File: src/rtl/regfile_writer.sv
// Single write-port driver for the regfile: merges pipeline writebacks with
// buffered load returns, forcing a one-cycle pipeline stall when loads starve.
module regfile_writer #(
  parameter int DEPTH        = 4,
  parameter int STARVE_LIMIT = 3
) (
  input  logic        clk,
  input  logic        rst,
  input  logic        wb_we_i,
  input  logic [4:0]  wb_waddr_i,
  input  logic [31:0] wb_wdata_i,
  input  logic        ld_valid_i,
  output logic        ld_ready_o,
  input  logic [4:0]  ld_waddr_i,
  input  logic [31:0] ld_wdata_i,
  output logic        we,
  output logic [4:0]  waddr,
  output logic [31:0] wdata,
  output logic        stall_o,
  output logic [31:0] pending_mask_o
);

  localparam int PW = $clog2(DEPTH);
  localparam int CW = PW + 1;
  localparam int SW = $clog2(STARVE_LIMIT + 1);
  localparam logic [CW-1:0] DEPTH_C = CW'(DEPTH);
  localparam logic [SW-1:0] LIMIT_C = SW'(STARVE_LIMIT);

  logic [4:0]       addr_mem_q [DEPTH];
  logic [31:0]      data_mem_q [DEPTH];
  logic [DEPTH-1:0] valid_q, valid_d;
  logic [PW-1:0]    head_q, tail_q;
  logic [CW-1:0]    count_q, count_d;
  logic [SW-1:0]    starve_q, starve_d;
  logic             we_q, we_d;
  logic [4:0]       waddr_q, waddr_d;
  logic [31:0]      wdata_q, wdata_d;

  logic        fifo_ne_s, wb_live_s, pop_s, push_s;
  logic [31:0] mask_s;

  assign fifo_ne_s  = (count_q != '0);
  assign ld_ready_o = !rst && (count_q < DEPTH_C);
  assign stall_o    = !rst && (starve_q == LIMIT_C) && fifo_ne_s;
  assign wb_live_s  = wb_we_i && (wb_waddr_i != 5'd0);
  assign pop_s      = fifo_ne_s && (stall_o || !wb_live_s);
  // Writes to x0 complete the handshake but are never queued.
  assign push_s     = ld_valid_i && ld_ready_o && (ld_waddr_i != 5'd0);

  assign we    = we_q;
  assign waddr = waddr_q;
  assign wdata = wdata_q;

  // Next-state for output port, occupancy and starvation counter.
  always_comb begin
    we_d     = 1'b0;
    waddr_d  = waddr_q;
    wdata_d  = wdata_q;
    valid_d  = valid_q;
    count_d  = count_q;
    starve_d = starve_q;

    if (pop_s) begin
      we_d    = 1'b1;
      waddr_d = addr_mem_q[head_q];
      wdata_d = data_mem_q[head_q];
    end else if (wb_live_s) begin
      we_d    = 1'b1;
      waddr_d = wb_waddr_i;
      wdata_d = wb_wdata_i;
    end else begin
      we_d = 1'b0;
    end

    if (pop_s) begin
      valid_d[head_q] = 1'b0;
    end else begin
      valid_d = valid_d;
    end
    if (push_s) begin
      valid_d[tail_q] = 1'b1;
    end else begin
      valid_d = valid_d;
    end

    case ({push_s, pop_s})
      2'b10:   count_d = count_q + CW'(1);
      2'b01:   count_d = count_q - CW'(1);
      default: count_d = count_q;
    endcase

    if (pop_s || !fifo_ne_s) begin
      starve_d = '0;
    end else if (starve_q != LIMIT_C) begin
      starve_d = starve_q + SW'(1);
    end else begin
      starve_d = starve_q;
    end
  end

  // Pending-load mask built from the valid bits of queued entries.
  always_comb begin
    mask_s = 32'd0;
    for (int i = 0; i < DEPTH; i++) begin
      mask_s = mask_s | ({31'd0, valid_q[i]} << addr_mem_q[i]);
    end
    pending_mask_o = rst ? 32'd0 : mask_s;
  end

  // Control state with synchronous reset.
  always_ff @(posedge clk) begin
    if (rst) begin
      we_q     <= 1'b0;
      waddr_q  <= 5'd0;
      wdata_q  <= 32'd0;
      valid_q  <= '0;
      head_q   <= '0;
      tail_q   <= '0;
      count_q  <= '0;
      starve_q <= '0;
    end else begin
      we_q     <= we_d;
      waddr_q  <= waddr_d;
      wdata_q  <= wdata_d;
      valid_q  <= valid_d;
      count_q  <= count_d;
      starve_q <= starve_d;
      head_q   <= pop_s  ? head_q + PW'(1) : head_q;
      tail_q   <= push_s ? tail_q + PW'(1) : tail_q;
    end
  end

  // Entry storage; validity lives in valid_q so no reset is needed here.
  always_ff @(posedge clk) begin
    if (push_s) begin
      addr_mem_q[tail_q] <= ld_waddr_i;
      data_mem_q[tail_q] <= ld_wdata_i;
    end
  end

endmodule

File: config.mk
export PLATFORM = sky130hd
export DESIGN_NAME = regfile_writer
export DESIGN_NICKNAME = d
export VERILOG_FILES = /design/src/rtl/regfile_writer.sv
export SDC_FILE = /design/constraint.sdc
export NUM_CORES = 1
export LEC_CHECK = 0
export BUFFER_PORTS_ARGS = -buffer_cell sky130_fd_sc_hd__clkbuf_2
export CELL_PAD_IN_SITES_DETAIL_PLACEMENT = 0
export CELL_PAD_IN_SITES_GLOBAL_PLACEMENT = 1
export CORE_UTILIZATION = 35
export CTS_CLUSTER_DIAMETER = 40
export DETAILED_ROUTE_END_ITERATION = 10
export PLACE_DENSITY = 0.74
export SLEW_MARGIN = 20
export SYNTH_ARGS = -nofsm -noshare
export SYNTH_HDL_FRONTEND = slang
export SYNTH_SLANG_ARGS = --single-unit
File: constraint.sdc
create_clock -name clk -period 3.7 [get_ports clk]
set_input_delay 0.74 -clock clk [delete_from_list [all_inputs] [get_ports clk]]
set_output_delay 0.74 -clock clk [all_outputs]
set_load 0.005 [all_outputs]
==> impl_summary.md <==
Synth
Yosys attributes the largest share of cell area to edfxtp_1 (50%), dfxtp_1 (12%), mux4_2 (9.3%). During synthesis, Yosys emitted a total of 0 warnings. The share of synthesized area in the top cell type comes to 0.497. The share of the Yosys chip area taken by registers is 0.615.

In the synthesized netlist the dominant register cell turns out to be edfxtp_1. The largest total area in the synthesized netlist belongs to edfxtp_1. The netlist area before placement is 8950 um2. The async set-reset flop share out of synthesis is 0.

Yosys mapped the design onto 45 distinct sky130hd cell types. The count of state elements after synthesis is 201. The average size of a mapped cell is 14.6 um2.

Synthesis produced a netlist with a net count of 704. The gate count of the mapped netlist is 615. The count of flip-flops with a built-in enable after synthesis is 148.

Place
The final estimated routing congestion in global placement is 0.889. The placed wire-length estimate after detailed placement is 14,600 um. Once placement finished, the instance area stood at 9990 um2. The count of input and output buffers is 149.

CTS
TritonCTS built the clock tree. The maximum number of buffers from clock root to sink is 3. The CTS buffer count is 29.

In this run the number of H-tree levels came out at 1. The insertion delay to the later sink of the worst-skew pair is 0.55 ns. The number of sinks handled by clock tree synthesis is 201. In this run the post-CTS setup repair buffer count came out at 0. Hold repair after CTS inserted 0 buffers. The cell chosen for the clock root is clkbuf_16. The register clock-pin slew on the reported worst setup and hold paths is 0.06 ns. Gates resized during post-CTS repair numbered 0.

STA
The shortest clock period the worst path allows after layout is 2.94 ns. Static timing analysis puts the maximum clock frequency at 341 MHz. The final clock skew is 0.0237 ns. Setup violations remaining at the end of the flow were counted as 0.

The count of endpoints failing hold in the final timing report was 0. The final period utilization is 0.793. The slew at the pin with the worst max-slew slack is 1.08 ns.

The max-slew violation count is 0. In the final timing run, aggregate negative setup slack is 0 ns. Setup repair after global routing left no endpoint under its margin.

The relative slew slack is 0.278.

GRT
The total routing resource utilization after global routing is 0.166. The first global-routing pass estimated 33,600 um of wire. The number of global-route vias before repair is 5,926. Entering global routing, the biggest net connects 38 pins. The initial antenna violation count was 0.

The aggregate global routing overflow is 0.

Die
In this run the horizontal extent of the chip is 162 um. The total core area is 25,100 um2. The chip height is 162 um.

The number of cell rows is 58. In this run the count of I/O pins placed on the die edge is 150. For this configuration, the core starts out at a cell density of 0.356.

The full die area is 26,200 um2.

Detailed routing
The final routed wire length divided by cell count is 19.4 um. The detailed-router iteration count before antenna repair is 5. Detailed routing inserted a total of 5,903 vias. The remaining routing DRC violations is 0. The total detailed-routing wirelength is 21,600 um.

The first-iteration detailed-routing DRC count is 568. The number of nets with antenna violations after detailed routing is 0. The via density per instance is 5.30.

Finish
The share of layout cells above drive strength 1 is 0.372. The net count of the finished layout is 851. The utilization after layout is 0.437. From synthesis to final layout, the design area changed by 22.6%. The area taken by multi-input logic gates is 3210 um2. The filler cell count in the final layout is 2,343. The number of antenna diodes is 0.

The finished cells cover 11,000 um2. The most frequent standard cell in the layout excluding fill and tap cells is clkbuf_2. Registers take 5510 um2. In the layout the commonest cells are clkbuf_2 (149), edfxtp_1 (148), dfxtp_1 (51), nand2_1 (40), a22oi_1 (38).

Worst setup path
The sort of element at the start of the critical path is a flip-flop. The worst setup path is captured at an output pin. The setup path with the least slack is of type flip-flop to output pin. The required time of the worst setup path is 2.96 ns. The highest net fanout along the worst path is 11. The signal arrival time at the worst endpoint is 2.20 ns.

Worst hold path
The tightest min-delay check is of the input pin to flip-flop type.

Status
The flow ran to the end, and the final reports show no timing, DRC or antenna violations.

Power
Across the VDD grid, the largest voltage drop is 405 uV. The areal power density over the cells is 620 nW/um2. The overall power consumption is 6.80 mW. Summed over all cells, the static leakage comes to 3.76 nW.

Run
The number of violations of the max-capacitance limit is 0.
## kinds of logic (layout without fill, tap and decap cells)
group	Yosys count	count (layout)	synth area share
DFF	201	201	0.615
and+or+nand+nor	172	172	0.124
AOI/OAI and AO/OA	138	138	0.120
buffers and inverters	52	221	0.0278
muxes	38	38	0.0942
adders and majority gates	11	11	0.0162
xor gates and xnor gates	3	3	0.00294
## path summary, 6_finish.rpt
path	startpoint	to	slack [ns]	cells after the start
max reg2reg	starve_q[0]$_SDFFE_PP0P_	count_q[2]$_SDFFE_PP0P_	1.22	10
min	ld_wdata_i[6]	data_mem_q[1][6]$_DFFE_PP_	0.41	1
min reg2reg	starve_q[0]$_SDFFE_PP0P_	starve_q[0]$_SDFFE_PP0P_	0.44	1
max	addr_mem_q[0][4]$_DFFE_PP_	pending_mask_o[3]	0.76	4
## layout make-up
type / instances / share of cell area
flip-flops and latches: 201 / 0.502
clock buffers: 30 / 0.0665
inverters: 10 / 0.00342
repair buffers: 158 / 0.0753
clock inverters: 23 / 0.0228
multi-input cells: 362 / 0.292
well taps: 330 / 0.0376
## power by group
group / switching, mW / internal [mW]
combinational: 0.652 / 0.625
sequential: 0.157 / 2.65
clock: 1.08 / 1.63
## registers in the layout, indices dropped and copies added, names as in the netlist, 2 cells and up, named ones only
register and cells:
waddr 5, count_q 3, tail_q 2, head_q 2, wdata 32, valid_q 4
data_mem_q 128, addr_mem_q 20, starve_q 2
## stage by stage
stage               hold WS (ns)  setup WS, ns  cells
finish                     0.411         0.765   1114
global route               0.403         0.579   1114
CTS                        0.393         0.768   1114
detailed placement         0.422         0.456   1061
global placement           0.421         0.458   1061
floorplan                  0.406         0.702    615
## metal layers
layer / global-route usage / routed length (um)
met1: 0.224 / 9780
met2: 0.272 / 10000
met3: 0.0365 / 1420
met4: 0.0377 / 395
met5: 0 / 0
## critical path: stages (launching register included)
cell      delay [ns]
edfxtp_1        0.57
nor2b_1         0.58
a32oi_1         0.21
a21oi_1         0.18
clkbuf_2        0.14
## cell usage after synthesis (all sizes together), types with 15 or more instances
master	n
nor2	32
nor3	15
a21oi	21
nand2b	15
nor3b	37
a22oi	38
nand2	40
a221o	35
dfxtp	53
mux4	37
edfxtp	148
a31oi	16
buf	24
clkbuf	18
Power figures use the tool's default switching activity.
